$ cat config.mk
export PLATFORM = sky130hd
export DESIGN_NAME = mem_stage_ctrl_flat
export DESIGN_NICKNAME = d
export VERILOG_FILES = /design/src/rtl/mem_stage_ctrl_if.sv /design/src/rtl/mem_stage_ctrl.sv /design/src/flat_wrapper.sv
export SDC_FILE = /design/constraint.sdc
export NUM_CORES = 1
export LEC_CHECK = 0
export BUFFER_PORTS_ARGS = -buffer_cell sky130_fd_sc_hd__buf_2
export CORE_MARGIN = 8
export CORE_UTILIZATION = 50
export DETAILED_ROUTE_END_ITERATION = 8
export PLACE_DENSITY = 0.79
export SLEW_MARGIN = 20
export SYNTH_ARGS = -nofsm -noshare
export SYNTH_HDL_FRONTEND = slang
export SYNTH_SLANG_ARGS = --single-unit
export TNS_END_PERCENT = 5
$ cat constraint.sdc
create_clock -name clk -period 2.08 [get_ports clk]
set_input_delay 0.104 -clock clk [delete_from_list [all_inputs] [get_ports clk]]
set_output_delay 0.104 -clock clk [all_outputs]
set_load 0.01 [all_outputs]
$ cat src/rtl/mem_stage_ctrl_if.sv
// Bundle between the MEM-stage controller, the EX/MEM control bits and the data memory.
// The master side is the controller; the slave side is pipeline plus memory.
interface mem_stage_ctrl_if #(
  parameter int CNT_W = 16
);
  logic              mem_read_i;
  logic              mem_write_i;
  logic              dmem_ready_i;
  logic [31:0]       dmem_rdata_i;
  logic              dmem_req_o;
  logic              dmem_we_o;
  logic              stall_o;
  logic              wb_bubble_o;
  logic [31:0]       rdata_o;
  logic              timeout_o;
  logic [CNT_W-1:0]  stall_cnt_o;

  modport master (
    input  mem_read_i, mem_write_i, dmem_ready_i, dmem_rdata_i,
    output dmem_req_o, dmem_we_o, stall_o, wb_bubble_o, rdata_o, timeout_o, stall_cnt_o
  );

  modport slave (
    output mem_read_i, mem_write_i, dmem_ready_i, dmem_rdata_i,
    input  dmem_req_o, dmem_we_o, stall_o, wb_bubble_o, rdata_o, timeout_o, stall_cnt_o
  );
endinterface

$ cat src/rtl/mem_stage_ctrl.sv
// MEM-stage controller: freezes the pipeline around a data-memory access,
// aborts on a bounded wait, and counts stall cycles.
module mem_stage_ctrl #(
  parameter int TIMEOUT = 15,
  parameter int CNT_W   = 16
) (
  input  logic              clk,
  input  logic              rst,
  mem_stage_ctrl_if.master  bus
);

  typedef enum logic [2:0] {IDLE, REQ, WAIT, DONE, ERR} state_t;

  localparam logic [7:0] WAIT_LAST = 8'(TIMEOUT - 1);

  state_t            state;
  logic [7:0]        wait_cnt;
  logic [31:0]       rdata;
  logic              timeout;
  logic [CNT_W-1:0]  stall_cnt;

  logic access;
  logic ready;
  logic req;
  logic we;
  logic stall;
  logic bubble;

  assign access = bus.mem_read_i | bus.mem_write_i;
  assign ready  = bus.dmem_ready_i;

  // Outputs decode from state plus live inputs: the IDLE detect is Mealy and
  // everything must drop in the same cycle rst is high.
  always_comb begin
    req    = 1'b0;
    stall  = 1'b0;
    bubble = 1'b0;
    if (!rst) begin
      case (state)
        IDLE: begin
          stall  = access;
          bubble = access;
        end
        REQ, WAIT: begin
          req    = 1'b1;
          stall  = 1'b1;
          bubble = 1'b1;
        end
        ERR:     bubble = 1'b1;
        default: ;
      endcase
    end
    we = req & bus.mem_write_i;
  end

  always_ff @(posedge clk) begin
    if (rst) begin
      state     <= IDLE;
      wait_cnt  <= '0;
      rdata     <= '0;
      timeout   <= 1'b0;
      stall_cnt <= '0;
    end else begin
      if (stall && stall_cnt != '1)
        stall_cnt <= stall_cnt + CNT_W'(1);

      // A store wins over a simultaneous load, so no data is captured then.
      if (req && ready && bus.mem_read_i && !bus.mem_write_i)
        rdata <= bus.dmem_rdata_i;

      case (state)
        IDLE: if (access) state <= REQ;
        REQ: begin
          if (ready) begin
            state <= DONE;
          end else begin
            state    <= WAIT;
            wait_cnt <= '0;
          end
        end
        WAIT: begin
          if (ready) begin
            state <= DONE;
          end else if (wait_cnt == WAIT_LAST) begin
            state   <= ERR;
            timeout <= 1'b1;
          end else begin
            wait_cnt <= wait_cnt + 8'd1;
          end
        end
        DONE:    state <= IDLE;
        ERR:     state <= IDLE;
        default: state <= IDLE;
      endcase
    end
  end

  assign bus.dmem_req_o  = req;
  assign bus.dmem_we_o   = we;
  assign bus.stall_o     = stall;
  assign bus.wb_bubble_o = bubble;
  assign bus.rdata_o     = rdata;
  assign bus.timeout_o   = timeout;
  assign bus.stall_cnt_o = stall_cnt;

endmodule

$ cat src/flat_wrapper.sv
// flat-port wrapper written by rule: the top's interface ports become plain ports
module mem_stage_ctrl_flat 
#(
  parameter int TIMEOUT = 15,
  parameter int CNT_W   = 16
)
  (clk, rst, bus_mem_read_i, bus_mem_write_i, bus_dmem_ready_i, bus_dmem_rdata_i, bus_dmem_req_o, bus_dmem_we_o, bus_stall_o, bus_wb_bubble_o, bus_rdata_o, bus_timeout_o, bus_stall_cnt_o);
  mem_stage_ctrl_if #(.CNT_W(CNT_W)) bus_i ();
  input  logic clk;
  input  logic rst;
  input wire logic [$bits(bus_i.mem_read_i)-1:0] bus_mem_read_i;
  input wire logic [$bits(bus_i.mem_write_i)-1:0] bus_mem_write_i;
  input wire logic [$bits(bus_i.dmem_ready_i)-1:0] bus_dmem_ready_i;
  input wire logic [$bits(bus_i.dmem_rdata_i)-1:0] bus_dmem_rdata_i;
  output wire logic [$bits(bus_i.dmem_req_o)-1:0] bus_dmem_req_o;
  output wire logic [$bits(bus_i.dmem_we_o)-1:0] bus_dmem_we_o;
  output wire logic [$bits(bus_i.stall_o)-1:0] bus_stall_o;
  output wire logic [$bits(bus_i.wb_bubble_o)-1:0] bus_wb_bubble_o;
  output wire logic [$bits(bus_i.rdata_o)-1:0] bus_rdata_o;
  output wire logic [$bits(bus_i.timeout_o)-1:0] bus_timeout_o;
  output wire logic [$bits(bus_i.stall_cnt_o)-1:0] bus_stall_cnt_o;
  assign bus_i.mem_read_i = bus_mem_read_i;
  assign bus_i.mem_write_i = bus_mem_write_i;
  assign bus_i.dmem_ready_i = bus_dmem_ready_i;
  assign bus_i.dmem_rdata_i = bus_dmem_rdata_i;
  assign bus_dmem_req_o = bus_i.dmem_req_o;
  assign bus_dmem_we_o = bus_i.dmem_we_o;
  assign bus_stall_o = bus_i.stall_o;
  assign bus_wb_bubble_o = bus_i.wb_bubble_o;
  assign bus_rdata_o = bus_i.rdata_o;
  assign bus_timeout_o = bus_i.timeout_o;
  assign bus_stall_cnt_o = bus_i.stall_cnt_o;
  mem_stage_ctrl #(.TIMEOUT(TIMEOUT), .CNT_W(CNT_W)) u_core (.clk(clk), .rst(rst), .bus(bus_i));
endmodule
==> run summary, run 1 <==
* 89.04 um — die width
* 0 — count of cells resized by post-cts repair
* 309 — gate count after technology mapping
* 46 — number of distinct standard cells referenced by the synthesized netlist
* 1.946 ns — Tmin final
* 0 — number of flops mapped to enable cells by yosys
* 5.051 — vias per cell
* 0 — YS warnings
* 45.03% — Yosys top cell area share
* 0.5288 ns — actual slew at the worst max-slew pin
* 708.8 mW/mm2 — Pwr Density
* or4_1 — Critical Path Slowest Stage Cell
* 60 — Synth Register Bits
* in2reg — worst hold path class
* u_core.bus.rdata_o[1]$_SDFFE_PP0P_ — hold endpoint
* register — CP Launch Type
* 4517 um — half-perimeter wire length after placement
* 16.74% — overall global routing resource usage
* 0 — post-route DRC violation count
* dfxtp_1 — Main synth FF type
* register — critical path capture point type
* false — RSZ-0062 raised after global routing
* 2.32 ns — Req. time, crit path
* 349 — net count after synthesis
* 65 — maximum number of pins on one net before global-route repair
* simple AND/OR/NAND/NOR gates — top cell family by delay on the critical path
* 4 — DR pass1 iterations
* 26 — row count
* 60 — number of clock sinks seen by CTS
* 0.33 ns — clock latency reported for the late side of the worst-skew pair
* 454 — Placed Cells incl. Taps
* 0 — global route total overflow
* 9 — clock buffer count from CTS
* 24.15% — net switching share of the total power
* 6289 um — Total Wirelength
* 0 — number of slew-limit violations in the final report
* u_core.bus.stall_cnt_o[6]$_SDFFE_PP0P_ — worst reg2reg endpoint
* 0.001781 W — Power Internal
* 2294 — number of global-route vias before repair
* 0 — Final Hold Vio Count
* 0.40 ns — largest incremental delay on the critical path
* 10 — highest net fanout along the worst path
* 203 — Iteration-0 DRC Markers
* built — clock tree from TritonCTS
* 3 — number of H-tree levels
* 0.7986 — final weighted congestion in routability-driven placement
* 10.2% — power share of the combinational group
* 0 — antenna violations before repair
* 3 — cell count of the worst hold path
* 514.0 MHz — upper clock frequency limit
* 25.88% — GR met2 Demand/Resource
* finished, final reports clean — run status
* 485 — filler cell count in the final layout
* reg2reg — type of the setup path with the least slack
* 435 — net count of the finished layout
* 0.06 ns — CTS clock-pin slew for the worst setup and hold paths
* 0 — # Max-Cap Violations
* 2.19 ns — critical path arrival
* buf_2 (89), dfxtp_1 (60), o21ai_0 (37) — leading cell types in the layout, fill and taps excluded
* 89.04 um — die outline height
* 0.1343 ns — post-layout worst setup margin
* 51.90% — initial cell density of the core
* 0 — count of inserted antenna diode cells
* 93.54% — period utilisation layout
* 531.8 uV — Worst IR Drop VDD
* 0 — total setup buffers inserted after CTS
* dfxtp_1 (45%), nand3b_1 (9.0%), o21ai_0 (6.9%) — cell types with the largest area share after synthesis
* 1.570 nW — leakage power of the design
* 0.007928 mm2 — Die Outline Area
* 0 ns — total negative setup slack
* a211o_1, or2_1, clkinv_4, o21ai_4, or4_1, a21oi_1 — Cell Chain, Critical Path
* 24.16% — P&R area growth vs syn
* buf_2 — most common cell after layout, fill and taps aside
* dfxtp_1 — post-synth top area cell
* 10290 um — first-pass GRT wire length
* 0.002348 W — overall power consumption
* 0 — final setup violating endpoints
* 0% — Post-synth ARST share
* met2 — grt peak-use layer
* 38.1% — Clk network pwr share
* 0.008358 ns — Clock Skew
* 0 — Hold-fix buffers, CTS
* 51.7% — relative contribution of sequential cells to total power
* 469 — number of standard cells in the layout, taps in and fillers out
* 89 — Buffers on Ports
* 2 — maximum clock path buffer count
* 2369 — vias after detailed routing
* 0.13 ns — worst reg-to-reg setup slack
* 0.0005669 W — net switching power
* 8.633 um2 — post-synthesis area per instance
* 0 — post-route ant nets
* 0.1673 ns — worst setup slack after placement
* 64.74% — Max-Slew Margin vs Limit
* clkbuf_8 — CTS Root Buffer Type
* 1 — CP Buf/Inv Count
* 9.099% — met3 Track Usage GR
* bus_dmem_rdata_i[1] — startpoint of the lowest-slack hold path
* u_core.state[1]$_SDFFE_PP0P_ — Crit Reg-Reg Startpoint
* 28.32% — layout cells sized above 1
* 19.05% — Global Route met1 Usage
* 6 — depth of the worst register-to-register path
* 0.005140 mm2 — core box area
* 0.002668 mm2 — post-synthesis cell area
* 45.03% — share of synthesized area occupied by flip-flops and latches
* 90 — Boundary Pins
* 13.41 um — WL per Instance
## area by class of cell
| cell class | instances | area (um2) | area share (%) |
|---|---|---|---|
| repair buffers | 92 | 467.9 | 14.13 |
| clock inverters | 2 | 10.01 | 0.3022 |
| flip-flops and latches | 60 | 1201 | 36.27 |
| multi-input cells | 195 | 1242 | 37.51 |
| well taps | 70 | 87.58 | 2.645 |
| inverters | 37 | 143.9 | 4.345 |
| clock buffers | 13 | 158.9 | 4.798 |
## sequential cells by signal, indices dropped and copies added, names as in the netlist
register	count
u_core.state	3
u_core.bus.stall_cnt_o	16
u_core.wait_cnt	8
u_core.bus.rdata_o	32
u_core.bus.timeout_o	1
## worst max-delay path by stage
stage                                      start                                endpoint  slack, ns  cells past startpoint
floorplan           u_core.state[0]$_SDFFE_PP0P_     u_core.bus.rdata_o[10]$_SDFFE_PP0P_       0.27                      7
global placement    u_core.state[1]$_SDFFE_PP0P_  u_core.bus.stall_cnt_o[6]$_SDFFE_PP0P_       0.25                      6
detailed placement  u_core.state[1]$_SDFFE_PP0P_  u_core.bus.stall_cnt_o[6]$_SDFFE_PP0P_       0.17                      6
CTS                 u_core.state[1]$_SDFFE_PP0P_  u_core.bus.stall_cnt_o[6]$_SDFFE_PP0P_       0.14                      6
global route        u_core.state[0]$_SDFFE_PP0P_                         bus_wb_bubble_o       0.03                      4
finish              u_core.state[1]$_SDFFE_PP0P_  u_core.bus.stall_cnt_o[6]$_SDFFE_PP0P_       0.13                      6
## power groups by stage
| stage | clock network [W] | logic (W) | registers [W] |
|---|---|---|---|
| floorplan | 0 | 0.000158 | 0.00124 |
| global placement | 0 | 0.000239 | 0.00124 |
| detailed placement | 0 | 0.000241 | 0.00124 |
| CTS | 0.000918 | 0.000242 | 0.00121 |
| global route | 0.000974 | 0.000269 | 0.00122 |
| finish | 0.000894 | 0.000239 | 0.00121 |
## Yosys cell counts (2+ instances only)
library cell / instances
and3_1: 7
ha_1: 3
nand2_1: 12
inv_1: 36
nor2_1: 22
nor3_1: 5
o211ai_1: 3
buf_6: 2
nand2b_1: 2
and4_1: 3
nor4_1: 4
xnor2_1: 7
nand3_1: 7
clkbuf_1: 14
nand4_1: 4
or3_1: 2
nand3b_1: 32
a21oi_1: 10
xor2_1: 11
a211o_1: 2
o21ai_0: 37
dfxtp_1: 60
## logic make-up after synthesis
kind of cell | after synthesis | share of synthesized area (%)
and+or+nand+nor | 110 | 24.44
muxes | 1 | 0.3752
xor gates and xnor gates | 18 | 5.910
DFF | 60 | 45.03
AOI/OAI and AO/OA | 63 | 14.45
buffers and inverters | 54 | 8.396
adders and majority gates | 3 | 1.407
## metal layers
| layer | up-vias | wire [um] | share of wire (%) |
|---|---|---|---|
| li1 | 1220 | - | - |
| met1 | 1065 | 2739 | 44 |
| met2 | 77 | 2802 | 45 |
| met3 | 7 | 671 | 11 |
| met4 | 0 | 75 | 1.2 |
| met5 | - | 0 | 0 |
## stage by stage
step / hold slack (ns) / instance area (um2) / utilization (%)
6_report: 0.02061 / 3312 / 64.44
2_1_floorplan: 0.2529 / 2668 / -
4_1_cts: 0.01166 / 3312 / 64.44
3_5_place_dp: 0.3634 / 3143 / 61.15
5_1_grt: 0.01421 / 3312 / 64.44
3_3_place_gp: 0.3569 / 3143 / 61.15
## worst register-to-register path, delay by kind of cell (launching register included)
| kind | cells | cell delay (ns) |
|---|---|---|
| simple gates | 2 | 0.78 |
| flops | 1 | 0.39 |
| buf+inv | 1 | 0.11 |
| compound gates | 3 | 0.60 |
(Power assumes the default switching activity.)
==> run 2, diff against run 1 <==
Settings changed: CELL_PAD_IN_SITES_DETAIL_PLACEMENT from default to 1, CELL_PAD_IN_SITES_GLOBAL_PLACEMENT from default to 2, CORE_UTILIZATION 50 to 28, PLACE_DENSITY 0.79 to default, PLACE_DENSITY_LB_ADDON from default to 0.1.
==> run summary, run 2 (same netlist as run 1, synthesis figures left out) <==
* 295.1 uV — Worst IR Drop VDD, -45%
* 0.003476 mm2 — Design Area, Final, +4.9%
* u_core.bus.stall_cnt_o[12]$_SDFFE_PP0P_ — worst reg2reg endpoint
* 727.2 mW/mm2 — Pwr Density, +2.6%
* 35 — row count, +35%
* register — CP Launch Type
* 443 — net count of the finished layout, +1.8%
* 3 — cell count of the worst hold path, unchanged
* 91.76% — period utilisation layout, -1.8 points
* 0 — Final Hold Vio Count, unchanged
* 1.909 ns — Tmin final, -0.03705 ns
* reg2out — type of the setup path with the least slack
* 0 — final setup violating endpoints, unchanged
* 0 ns — total negative setup slack, unchanged
* finished, final reports clean — run status
* 30.30% — P&R area growth vs syn
* 0 — count of inserted antenna diode cells, unchanged
* 0.07 ns — CTS clock-pin slew for the worst setup and hold paths, about the same
* 0.33 ns — clock latency reported for the late side of the worst-skew pair, about the same
* bus_dmem_rdata_i[13] — startpoint of the lowest-slack hold path
* 1.621 nW — leakage power of the design, +3.3%
* 8 — highest net fanout along the worst path, -2
* 62.03% — Max-Slew Margin vs Limit, -2.7 points
* 29.41% — layout cells sized above 1, +1.1 points
* 28.87% — initial cell density of the core, -23 points
* 3 — number of H-tree levels, unchanged
* 0.7180 — final weighted congestion in routability-driven placement, -10%
* 2 — maximum clock path buffer count, unchanged
* clkbuf_8 — CTS Root Buffer Type
* 7720 um — Total Wirelength, +23%
* false — RSZ-0062 raised after global routing
* buf_2 (89), dfxtp_1 (60), o21ai_0 (37) — leading cell types in the layout, fill and taps excluded
* u_core.bus.rdata_o[13]$_SDFFE_PP0P_ — hold endpoint
* 113.6 um — die outline height, +28%
* 0 — # Max-Cap Violations, unchanged
* 12930 um — first-pass GRT wire length, +26%
* 2551 — number of global-route vias before repair, +11%
* 523.9 MHz — upper clock frequency limit, +1.9%
* 4 — DR pass1 iterations, unchanged
* 81 — Iteration-0 DRC Markers, -60%
* 1.98 ns — Req. time, crit path, -0.34 ns
* 65 — maximum number of pins on one net before global-route repair, unchanged
* 2445 — vias after detailed routing, +3.2%
* 4.553 — vias per cell, -9.9%
* 0.01586 ns — final hold slack, -0.004746 ns
* u_core.bus.stall_cnt_o[4]$_SDFFE_PP0P_ — Crit Reg-Reg Startpoint
* 0 — post-route ant nets, unchanged
* 1 — antenna violations before repair, +1
* 60 — number of clock sinks seen by CTS, unchanged
* 5 — depth of the worst register-to-register path, -1
* 0.003262 mm2 — area after detailed placement, +3.8%
* 12.48% — overall global routing resource usage, -4.3 points
* 0 — global route total overflow, unchanged
* 0.01137 ns — Clock Skew, +0.003016 ns
* 0 — total setup buffers inserted after CTS, unchanged
* 5515 um — half-perimeter wire length after placement, +22%
* 0 — number of slew-limit violations in the final report, unchanged
* 1.80 ns — critical path arrival, -0.39 ns
* 0 — post-route DRC violation count, unchanged
* 90 — Boundary Pins, unchanged
* built — clock tree from TritonCTS
* in2reg — worst hold path class
* 0.009240 mm2 — core box area, +80%
* 113.6 um — die width, +28%
* 0.01291 mm2 — Die Outline Area, +63%
* 0.21 ns — worst reg-to-reg setup slack, +0.08 ns
* 0.5696 ns — actual slew at the worst max-slew pin, +0.04079 ns
* 9 — clock buffer count from CTS, unchanged
* 32 — max reg flops, unchanged
* buf_2 — most common cell after layout, fill and taps aside
* 14.38 um — WL per Instance, +7.2%
* primary output — critical path capture point type
* 89 — Buffers on Ports, unchanged
==> run 2: cell count changes in the layout (fill, tap and decap cells not counted) <==
cell / before / now
bufinv_16: 0 / 1
dlygate4sd3_1: 0 / 2
clkinv_4: 1 / 2
clkbuf_8: 11 / 10
buf_4: 3 / 9
==> run 2: final cells by class <==
class / count / area [um2]
Multi-Input combinational cell: 195 / 1242
Sequential cell: 60 / 1201
Tap cell: 129 / 161.4
Inverter: 37 / 143.9
Fill cell: 1139 / 5764
Clock buffer: 12 / 145.1
Clock inverter: 4 / 48.80
Timing Repair Buffer: 100 / 533.0
==> run 2: timing repair <==
action                     CTS  global route
gates resized for setup      0             0
hold endpoints to repair     1             1
hold buffers                 1             1
setup endpoints to repair    0             0
==> run 2: worst max path at each step <==
stage | from | end | slack, ns
after detailed placement | u_core.bus.stall_cnt_o[4]$_SDFFE_PP0P_ | u_core.bus.stall_cnt_o[12]$_SDFFE_PP0P_ | 0.26
after global placement | u_core.bus.stall_cnt_o[4]$_SDFFE_PP0P_ | u_core.bus.stall_cnt_o[12]$_SDFFE_PP0P_ | 0.26
final | u_core.state[0]$_SDFFE_PP0P_ | bus_wb_bubble_o | 0.17
after CTS | u_core.state[0]$_SDFFE_PP0P_ | bus_wb_bubble_o | 0.12
after floorplan | u_core.state[0]$_SDFFE_PP0P_ | u_core.bus.rdata_o[10]$_SDFFE_PP0P_ | 0.27
after global routing | u_core.state[0]$_SDFFE_PP0P_ | bus_wb_bubble_o | 0.0004
==> run 2: critical path, cell delays in order, from the launching register on <==
cell and delay (ns):
dfxtp_1 0.35, nor4_1 0.36, or2_1 0.40, o41ai_1 0.18
buf_2 0.18
==> run 2: per-stage QoR <==
| stage | power [W] | std cells | utilization [%] | setup slack (ns) |
|---|---|---|---|---|
| floorplan | 0.001395 | 309 | - | 0.2653 |
| global placement | 0.001499 | 519 | 35.30 | 0.2620 |
| detailed placement | 0.001505 | 519 | 35.30 | 0.2578 |
| CTS | 0.002585 | 536 | 37.51 | 0.1180 |
| global route | 0.002674 | 537 | 37.62 | 0.0004188 |
| finish | 0.002527 | 537 | 37.62 | 0.1714 |
==> run 2: layer usage <==
metal	GRT usage, %	vias up	wire [um]
met2	17.83	60	3391
met3	6.762	10	719
met4	5.062	2	118
li1	-	1240	-
met5	0	-	8
met1	15.20	1133	3482
==> run 2: report_power, final <==
part | switching, W | internal (W) | total, W | leakage (nW)
combinational | 0.000145 | 0.000124 | 0.000269 | 1.04
clock | 0.000467 | 0.000586 | 0.00105 | 0.100
sequential | 0.0000246 | 0.00118 | 0.00121 | 0.485
total | 0.000636 | 0.00189 | 0.00253 | 1.62
